**src/rtl/router_pkg.sv**
```systemverilog
// Shared types and header helpers for the router output buffers.
package router_pkg;

  localparam int DEF_DATA_W = 8;
  localparam int DEF_DEPTH  = 16;
  localparam int PLEN_W     = 6;

  typedef struct packed {
    logic                  hdr;
    logic [DEF_DATA_W-1:0] data;
  } fifo_entry_t;

  // Header layout: [7:2] payload length, [1:0] destination address.
  function automatic logic [PLEN_W-1:0] hdr_len(input logic [DEF_DATA_W-1:0] b);
    return b[DEF_DATA_W-1:2];
  endfunction

endpackage

```
**src/rtl/router_fifo.sv**
```systemverilog
// Per-destination output buffer: tagged FIFO that tracks packet boundaries
// and pulses pkt_end when a packet's parity byte is delivered.
module router_fifo
  import router_pkg::*;
#(
  parameter int DATA_W = DEF_DATA_W,
  parameter int DEPTH  = DEF_DEPTH
) (
  input  logic              clock,
  input  logic              resetn,
  input  logic              soft_reset,
  input  logic              write_enb,
  input  logic              lfd_state,
  input  logic [DATA_W-1:0] data_in,
  input  logic              read_enb,
  output logic [DATA_W-1:0] data_out,
  output logic              vld_out,
  output logic              full,
  output logic              empty,
  output logic              pkt_end
);

  localparam int AW = $clog2(DEPTH);
  localparam logic [AW:0] PTR_ONE = {{AW{1'b0}}, 1'b1};

  fifo_entry_t mem [DEPTH];

  logic [AW:0]       wptr_r;
  logic [AW:0]       rptr_r;
  logic [PLEN_W:0]   pcnt_r;
  logic              wr_s;
  logic              rd_s;
  fifo_entry_t       rd_entry_s;

  // The extra pointer bit separates the full and empty cases at equal addresses.
  assign empty      = (wptr_r == rptr_r);
  assign full       = (wptr_r[AW] != rptr_r[AW]) && (wptr_r[AW-1:0] == rptr_r[AW-1:0]);
  assign vld_out    = !empty;
  assign wr_s       = write_enb && !full;
  assign rd_s       = read_enb && !empty;
  assign rd_entry_s = mem[rptr_r[AW-1:0]];

  // Storage array; contents survive both resets, only the pointers are cleared.
  always_ff @(posedge clock) begin
    if (wr_s && !soft_reset) begin
      mem[wptr_r[AW-1:0]] <= '{hdr: lfd_state, data: data_in};
    end
  end

  // Pointers, read data and packet byte counter.
  always_ff @(posedge clock or negedge resetn) begin
    if (!resetn) begin
      wptr_r   <= '0;
      rptr_r   <= '0;
      pcnt_r   <= '0;
      data_out <= '0;
      pkt_end  <= 1'b0;
    end else if (soft_reset) begin
      wptr_r   <= '0;
      rptr_r   <= '0;
      pcnt_r   <= '0;
      data_out <= '0;
      pkt_end  <= 1'b0;
    end else begin
      pkt_end <= 1'b0;
      if (wr_s) begin
        wptr_r <= wptr_r + PTR_ONE;
      end
      if (rd_s) begin
        rptr_r   <= rptr_r + PTR_ONE;
        data_out <= rd_entry_s.data;
        if (rd_entry_s.hdr) begin
          // Payload bytes plus the trailing parity byte.
          pcnt_r <= {1'b0, hdr_len(rd_entry_s.data)} + 7'd1;
        end else if (pcnt_r != 7'd0) begin
          pcnt_r  <= pcnt_r - 7'd1;
          pkt_end <= (pcnt_r == 7'd1);
        end else begin
          pcnt_r <= 7'd0;
        end
      end
    end
  end

endmodule

```
**config.mk**
```make
export PLATFORM = sky130hd
export DESIGN_NAME = router_fifo
export DESIGN_NICKNAME = d
export VERILOG_FILES = /design/src/rtl/router_pkg.sv /design/src/rtl/router_fifo.sv
export SDC_FILE = /design/constraint.sdc
export NUM_CORES = 1
export LEC_CHECK = 0
export BUFFER_PORTS_ARGS = -buffer_cell sky130_fd_sc_hd__buf_2
export CAP_MARGIN = 20
export CORE_AREA = 2 2 123 125
export DETAILED_ROUTE_END_ITERATION = 16
export DIE_AREA = 0 0 125 127
export PLACE_DENSITY = 0.63
export SYNTH_ARGS = -nofsm -noshare
export SYNTH_HDL_FRONTEND = slang
export SYNTH_SLANG_ARGS = --single-unit
```
**constraint.sdc**
```tcl
create_clock -name clock -period 5 [get_ports clock]
set_input_delay 0 -clock clock [delete_from_list [all_inputs] [get_ports clock]]
set_output_delay 0 -clock clock [all_outputs]
set_load 0.1 [all_outputs]
```
* After elaboration in Yosys (flattened, before gate mapping)
Memories as Yosys holds them, arrays and structs flattened.
Index checks and enable logic that the tools add are counted.
** Cells by class
- $lt $le $gt $ge :: 0
- Multiplexer cells :: 16
- Shifts and indexed selects :: 0
- Eq/ne operators :: 4
- Div/mod/pow operators :: 0
- $add $sub $neg :: 4
- Reductions and logical operators :: 10
- $mul :: 0
- Bitwise gates (word level) :: 0
** Operators by type and width (count)
- 2-to-1 mux 7 bit :: 4
- 2-to-1 mux 5 bit :: 4
- 2-to-1 mux 8 bit :: 2
- adder 5 x 1 -> 5 bit (second input constant) :: 2
- adder 6 x 1 -> 7 bit (second input constant) :: 1
- equality test 7 x 1 -> 1 bit (second input constant) :: 1
- nonzero test 7 bit :: 1
- subtractor 7 x 1 -> 7 bit (second input constant) :: 1
- 2-to-1 mux 1 bit :: 6
- equality test 5 bit :: 1
- equality test 4 bit :: 1
- logical AND 1 bit :: 4
- nonzero test 2 bit :: 2
- zero test 1 bit :: 3
- != test 1 bit :: 1
** Storage, ports and cells
- Register bits after elaboration :: 26
- Word-level logic and storage cells :: 40
- Memories kept :: 1
- ROM bits :: 0
- Latch bits :: 0
- Memory bits (writable) :: 144
** Memories
- mem :: depth 16, bits a word 9, rd ports 1, clocked after Yosys merged registers in 0, wr ports 1, RTL line router_fifo.sv:26 : fifo_entry_t mem [DEPTH];

* Logic depth before layout (Yosys ltp)
Gate-level depths: netlist (run 1).
- Depth in word-level cells :: 7
- Gate-level depth with buffers :: 11

* Least setup slack after synthesis (run 1)
Ideal clock, no wire load.
- Kind :: reg-to-reg
- From :: register rptr_r[0]
- To :: memory mem[10][0] (netlist bit), enable pin
- Period minus slack after synthesis :: 3.269 ns
- Slack :: 1.731 ns
- Setup time :: 0.280 ns
- Required time :: 4.720 ns
- Path buffers :: 3
- Data arrival time :: 2.989 ns
- Stages on the path, launching flop included :: 10
- Cells stage by stage :: dfrtp_1 > buf_6 > buf_8 > buf_6 > xnor2_1 > nand4_1 > nor2_1 > nor2b_1 > nand4b_1 > nor2_1
** On the way
- Word-level cells in the longest chain between the ends :: 7
** Ends and longest elaborated chain
- from (decl) :: RTL line router_fifo.sv:29 : logic [AW:0] rptr_r;
- from (signal assigned) :: RTL line router_fifo.sv:70 : rptr_r <= rptr_r + PTR_ONE;
- equality test 4 bit :: RTL line router_fifo.sv:37 : assign full = (wptr_r[AW] != rptr_r[AW]) && (wptr_r[AW-1:0] == rptr_r[AW-1:0]);
- logical AND 1 bit :: RTL line router_fifo.sv:37
- net full :: RTL line router_fifo.sv:18 : output logic full,
- zero test 1 bit :: RTL line router_fifo.sv:39 : assign wr_s = write_enb && !full;
- logical AND 1 bit :: RTL line router_fifo.sv:39
- logical AND 1 bit :: RTL line router_fifo.sv:45 : if (wr_s && !soft_reset) begin
- 2-to-1 mux 1 bit :: RTL line router_fifo.sv:45
- 2-to-1 mux 1 bit (implied by the code) :: RTL line router_fifo.sv:46 : mem[wptr_r[AW-1:0]] <= '{hdr: lfd_state, data: data_in};
- to (decl) :: RTL line router_fifo.sv:26
The timed path passes the listed nets, and every way through them passes these cells.

* Worst setup path after layout (run 1)
- From :: register rptr_r[2]
- To :: memory mem[9][8] (netlist bit), enable pin
** On the way
- Word-level cells in the longest chain between the ends :: 7
** Ends and longest elaborated chain (RTL line)
- equality test 4 bit :: router_fifo.sv:37
- logical AND 1 bit :: router_fifo.sv:37
- zero test 1 bit :: router_fifo.sv:39
- logical AND 1 bit :: router_fifo.sv:39
- logical AND 1 bit :: router_fifo.sv:45
- 2-to-1 mux 1 bit :: router_fifo.sv:45
- 2-to-1 mux 1 bit (implied by the code) :: router_fifo.sv:46
No other way between the ends.

==> results of run 1 <==
[final cells by class]
cell class / count / area [sq um]
multi-input combinational: 220 / 2050
fill: 1119 / 6180
timing repair buffer: 46 / 308
clock inverter: 14 / 209
inverter: 13 / 48.8
tap: 184 / 230
sequential: 170 / 4980
clock buffer: 18 / 429
[worst max path at each step]
| stage | slack [ns] | cells past startpoint | endpoint |
|---|---|---|---|
| 2_1_floorplan | 1.73 | 9 | mem[10][0]$_DFFE_PP_ |
| 3_3_place_gp | 1.87 | 6 | mem[8][8]$_DFFE_PP_ |
| 3_5_place_dp | 1.89 | 6 | mem[9][8]$_DFFE_PP_ |
| 4_1_cts | 1.87 | 6 | mem[9][8]$_DFFE_PP_ |
| 5_1_grt | 1.58 | 5 | mem[7][1]$_DFFE_PP_ |
| 6_report | 1.86 | 6 | mem[9][8]$_DFFE_PP_ |
[state kept, by name (all words and copies together), names as in the netlist]
name and flops:
mem 144, pkt_end 1, data_out 8, pcnt_r 7
rptr_r 5, wptr_r 5
[through the flow]
| stage | setup slack, ns | utilization [%] | power, mW | cells |
|---|---|---|---|---|
| after floorplan | 1.73 | - | 2.18 | 424 |
| after global placement | 1.87 | 52.0 | 2.32 | 622 |
| after detailed placement | 1.89 | 52.1 | 2.33 | 623 |
| after CTS | 1.87 | 57.2 | 3.74 | 665 |
| after global routing | 1.58 | 57.2 | 3.85 | 665 |
| final | 1.86 | 57.2 | 3.71 | 665 |
[where the power goes]
group	leakage (nW)	total (mW)	switching, mW	internal, mW
logic	0.846	0.668	0.413	0.255
clock network	0.313	1.41	0.557	0.852
registers	1.65	1.63	0.0618	1.57
total	2.81	3.71	1.03	2.68
[critical path: stages (launching register included)]
cell	delay, ns
dfrtp_1	0.97
xnor2_1	0.17
nand4_1	0.18
nor2_1	0.08
nor2b_1	0.29
nand4b_1	0.23
nor2_1	0.82
[cell usage in the layout, fill, tap and decap left out, types with 6 or more instances in the layout]
| cell | instances |
|---|---|
| a21oi_1 | 12 |
| and2_1 | 12 |
| buf_2 | 25 |
| buf_4 | 11 |
| clkbuf_16 | 17 |
| dfrtp_1 | 25 |
| dlygate4sd3_1 | 10 |
| edfxtp_1 | 144 |
| ha_1 | 9 |
| inv_1 | 13 |
| mux4_2 | 38 |
| nand2_1 | 27 |
| nor2_1 | 24 |
| nor3_1 | 9 |
| o21ai_0 | 6 |
| xnor2_1 | 14 |
[cell families (layout without fill, tap and decap cells)]
family	after synthesis	in the layout	share of synthesized area (%)
adder cells (fa/ha/maj)	9	9	1.57
AO/OA/AOI/OAI	43	43	4.02
flip-flops	170	170	69.4
multiplexers	47	47	13.3
buffers and inverters	34	91	2.37
AND/OR/NAND/NOR	102	102	7.04
XOR/XNOR	19	19	2.32
[repair_timing]
action / CTS / global route
endpoints found under the hold margin: 170 / 0
hold buffers: 10 / 0
gates resized for setup: 0 / 0
setup endpoints to repair: 0 / 0
[layer usage]
layer | vias up | share of wire, % | global-route usage, %
li1 | 1746 | - | -
met5 | - | 0 | 0
met3 | 7 | 4.7 | 4.65
met4 | 0 | 0.90 | 5.69
met1 | 1944 | 46 | 28.6
met2 | 111 | 49 | 31.5
[synthesized netlist by cell type (2+ instances only)]
library cell  instances  area [sq um]
dfrtp_1              26           651
buf_2                 7          35.0
o31ai_1               3          22.5
xnor2_1              14           123
nand2b_1              2          12.5
nor3_1                9          45.0
or3_1                 3          18.8
o22ai_1               5          31.3
and3_1                2          12.5
clkbuf_1              7          26.3
ha_1                  9           113
nor2_1               24          90.1
o21ai_0               7          35.0
mux2_2                4          45.0
nand2_1              27           101
nand3_1               4          20.0
and2_1               12          75.1
nand4_1               3          18.8
inv_1                13          48.8
nor2b_1               3          18.8
mux4_2               38           856
a22oi_2               2          25.0
buf_6                 2          22.5
buf_4                 2          15.0
a21oi_1              12          60.1
edfxtp_1            144          4320
nor4_1                7          43.8
a22oi_1               4          30.0
xor2_1                5          43.8
buf_1                 2          7.51
mux2i_1               5          50.1
==> flow_metrics.tcl, run 1 <==
set metrics [dict create \
    holdWs_ns 0.0289 \
    core_area_sq_mm 0.0144 \
    start_util_pct 49.7 \
    r2r_end "mem[9][8]$_DFFE_PP_" \
    drc_errors 0 \
    timing.final.crit_period_ns 3.14 \
    finalCritPeriodShare_pct 62.8 \
    worst_setup_path_end_kind "flip-flop" \
    clockBufferDepth 2 \
    p_leak_nw 2.81 \
    drt-initial-drc-count 381 \
    drive_gt1_share_pct 24.7 \
    ys_seq_elements 170 \
    crit_path_start_kind "flip-flop" \
    num_rows 44 \
    synth_ff_type "edfxtp_1" \
    tns_ns 0 \
    wl_per_cell_um 22.3 \
    grt.overflow.total 0 \
    clk_pin_slew_ns 0.06 \
    groute.usage.overall_pct 20.0 \
    post_cts_buffers 0 \
    drt_wl_total_um 14800 \
    syn_nets 447 \
    yosysSeqAreaShare_pct 69.4 \
    die_w_um 125 \
    timing.final.hold_violations 0 \
    cts_tree "built" \
    gp_congestion 0.811 \
    syn_inst 424 \
    max-vdd-ir-drop_uv 259 \
    holdPathEnd "wptr_r[1]$_DFFE_PN0P_" \
    cp-startpoint "rptr_r[2]$_DFFE_PN0P_" \
    min_path_type "in2reg" \
    grt_pass1_vias 3801 \
    avgSynthCellArea_sq_um 16.9 \
    die_h_um 127 \
    drt_pass1_iterations 7 \
    place_hpwl_um 9640 \
    drv_cap 0 \
    antenna_cells 0 \
    r2r-start "rptr_r[2]$_DFFE_PN0P_" \
    ios 26 \
    worst-slew-pin-transition_ns 1.02 \
    setup_viol 0 \
    grt_pass1_wl_um 23100 \
    rsz0062_at_grt "false" \
    hp-start "write_enb" \
    clk-insertion-delay-late_ns 0.42 \
    post_synth_instance_area_sq_mm 0.00717 \
    ys_async_sr_fraction_pct 15.3 \
    hold_depth 4 \
    synthToLayoutAreaGrowth_pct 15.1 \
    finalClockSkew_ns 0.0117 \
    post-route-cell-area_sq_mm 0.00825 \
    antenna_found_initial 0 \
    cts-htree-levels 4 \
    arrival_ns 3.18 \
    cts_buffers 17 \
    io_buffers 25 \
    worst_r2r_path_depth 6 \
    cts_root_buf "clkbuf_16" \
    ys_types 48 \
    pwr_density_cell_mw_per_mm2 450 \
    ff2ff_setup_slack_ns 1.86 \
    required_ns 5.04 \
    vias 3808 \
    slew_violations 0 \
    crit_type "reg2reg" \
    synth-edff-count 144 \
    yosysWarnings 0 \
    cp_max_fo 20 \
    drtAntennaViolNets 0 \
    layout.nets 491 \
    clock-sinks 170 \
    grt_max_degree 31 \
    status "finished clean" \
    max_slew_margin_pct 31.9 \
    dpl_cell_area_sq_mm 0.00751 \
    die_area_sq_mm 0.0159 \
    via_per_inst 5.73 \
    clock.fmax_mhz 319 \
]
No activity file was read; power rests on OpenSTA's default activity.
==> inputs of run 2 (changes only) <==
--- a/config.mk
+++ b/config.mk
@@ -10,7 +10,7 @@
 export CORE_AREA = 2 2 123 125
 export DETAILED_ROUTE_END_ITERATION = 16
 export DIE_AREA = 0 0 125 127
-export PLACE_DENSITY = 0.63
+export PLACE_DENSITY = 0.65
 export SYNTH_ARGS = -nofsm -noshare
 export SYNTH_HDL_FRONTEND = slang
 export SYNTH_SLANG_ARGS = --single-unit
==> constraint.sdc (replaced) <==
create_clock -name clock -period 2.57 [get_ports clock]
set_input_delay 0 -clock clock [delete_from_list [all_inputs] [get_ports clock]]
set_output_delay 0 -clock clock [all_outputs]
set_load 0.1 [all_outputs]
==> run 2 against run 1 <==
Effect of this change: combinational power up 120%; sequential cell count unchanged; non-clock buffer count up 21; cell area up 2.5%; critical endpoint is now pcnt_r[2]$_DFFE_PN0P_; highest routed layer unchanged.
==> flow_metrics.tcl, run 2 (synthesized netlist as in run 1, its figures left out) <==
set metrics [dict create \
    seqPwrFrac_pct 44.0 \
    holdWs_ns 0.0172 \
    drt-initial-drc-count 386 \
    worst_r2r_path_depth 8 \
    rsz0062_at_grt "false" \
    internal-power_mw 5.16 \
    drt_wl_total_um 15300 \
    final_common_cell "edfxtp_1" \
    grt_max_degree 40 \
    start_util_pct 49.7 \
    io_buffers 25 \
    finalClockSkew_ns 0.00877 \
    fin_ws_ns 0.179 \
    drv_cap 0 \
    p_sw_mw 1.94 \
    crit_type "reg2reg" \
    post_cts_buffers 0 \
    place_hpwl_um 9870 \
    status "finished clean" \
    wl_per_cell_um 22.3 \
    slew_violations 0 \
    r2r_end "pcnt_r[2]$_DFFE_PN0P_" \
    clock-sinks 170 \
    clockBufferDepth 2 \
    finalCritPeriodShare_pct 93.0 \
    cts_resized 0 \
    p_leak_nw 2.91 \
    groute.usage.overall_pct 20.7 \
    p_comb_share_pct 20.4 \
    tns_ns 0 \
    crit_path_start_kind "flip-flop" \
    cts-htree-levels 4 \
    clock.fmax_mhz 418 \
    timing.final.hold_violations 0 \
    drt_pass1_iterations 4 \
    worst-slew-pin-transition_ns 0.618 \
    cts_buffers 17 \
    ff2ff_setup_slack_ns 0.18 \
    setup_viol 0 \
    die_area_sq_mm 0.0159 \
    num_rows 44 \
    timing.final.crit_period_ns 2.39 \
    core_area_sq_mm 0.0144 \
    cp-endpoint "pcnt_r[2]$_DFFE_PN0P_" \
    synthToLayoutAreaGrowth_pct 18.0 \
    antenna_found_initial 0 \
    die_h_um 127 \
    p_clk_share_pct 35.6 \
    gp_congestion 0.876 \
    arrival_ns 2.75 \
    cp-startpoint "rptr_r[0]$_DFFE_PN0P_" \
    largest_register_ffs 144 \
    r2r-start "rptr_r[0]$_DFFE_PN0P_" \
    worst_setup_path_end_kind "flip-flop" \
    max-vdd-ir-drop_uv 501 \
    via_per_inst 5.75 \
    vias 3940 \
    min_path_type "in2reg" \
    required_ns 2.93 \
    switching_share_pct 27.4 \
    final_cell_mix "144 x edfxtp_1, 38 x mux4_2, 28 x buf_4" \
    drtAntennaViolNets 0 \
    max_slew_margin_pct 58.8 \
    grt.overflow.total 0 \
    drive_gt1_share_pct 27.5 \
    antenna_cells 0 \
    pwr_density_cell_mw_per_mm2 840 \
    cts_root_buf "clkbuf_16" \
    clk_pin_slew_ns 0.07 \
    ios 26 \
    cp_max_fo 20 \
    fillCellCount 1104 \
    layout.nets 512 \
    grt_pass1_wl_um 23800 \
    grt_pass1_vias 4014 \
    cts_tree "built" \
    pre_cts_slack_ns 0.189 \
    clk-insertion-delay-late_ns 0.43 \
    drc_errors 0 \
    die_w_um 125 \
]
run 2: worst max-delay path, cell delays in order (launching register included):
cell and delay [ns]:
dfrtp_2 0.43, buf_12 0.22, mux4_2 0.53, mux2i_1 0.22, o22ai_1 0.14, ha_1 0.22
xnor2_1 0.13, a211o_1 0.29, a21oi_1 0.11
run 2: repair_timing:
| action | CTS | global route |
|---|---|---|
| endpoints found under the setup margin | 0 | 0 |
| hold buffers | 10 | 0 |
| endpoints found under the hold margin | 170 | 0 |
run 2: through the flow:
stage	area, sq um	utilization, %	instances	power (mW)
6_report	8460	58.6	685	7.10
3_3_place_gp	7770	53.9	644	4.60
2_1_floorplan	7180	-	424	4.25
5_1_grt	8460	58.6	685	7.37
3_5_place_dp	7770	53.9	644	4.62
4_1_cts	8460	58.6	685	7.15
run 2: how the worst min path moves through the flow:
stage	endpoint	startpoint	depth (start not counted)	slack, ns
6_report	wptr_r[1]$_DFFE_PN0P_	write_enb	4	0.02
4_1_cts	wptr_r[1]$_DFFE_PN0P_	write_enb	4	0.005
2_1_floorplan	data_out[0]$_DFFE_PN0P_	resetn	0	-0.30
3_5_place_dp	wptr_r[4]$_DFFE_PN0P_	resetn	1	0.04
5_1_grt	wptr_r[1]$_DFFE_PN0P_	write_enb	4	0.02
3_3_place_gp	wptr_r[3]$_DFFE_PN0P_	resetn	1	0.04
run 2: metal layers:
layer	GRT usage, %	part of all wire (%)
met1	28.0	44
met2	32.9	48
met5	0	0
met4	9.15	2.8
met3	4.56	5.5
run 2: final cells by class:
type	count	area [sq um]	area share [%]
inverters	13	52.6	0.621
repair buffers	67	561	6.63
well taps	184	230	2.72
flip-flops and latches	170	4980	58.8
multi-input cells	220	2050	24.3
clock buffers	18	429	5.08
clock inverters	13	153	1.81
run 2: power by group through the flow:
| stage | sequential (mW) | combinational (mW) | clock (mW) |
|---|---|---|---|
| 6_report | 3.12 | 1.45 | 2.53 |
| 5_1_grt | 3.13 | 1.56 | 2.68 |
| 4_1_cts | 3.12 | 1.46 | 2.57 |
| 3_5_place_dp | 3.18 | 1.44 | 0 |
| 3_3_place_gp | 3.17 | 1.43 | 0 |
| 2_1_floorplan | 3.31 | 0.939 | 0 |
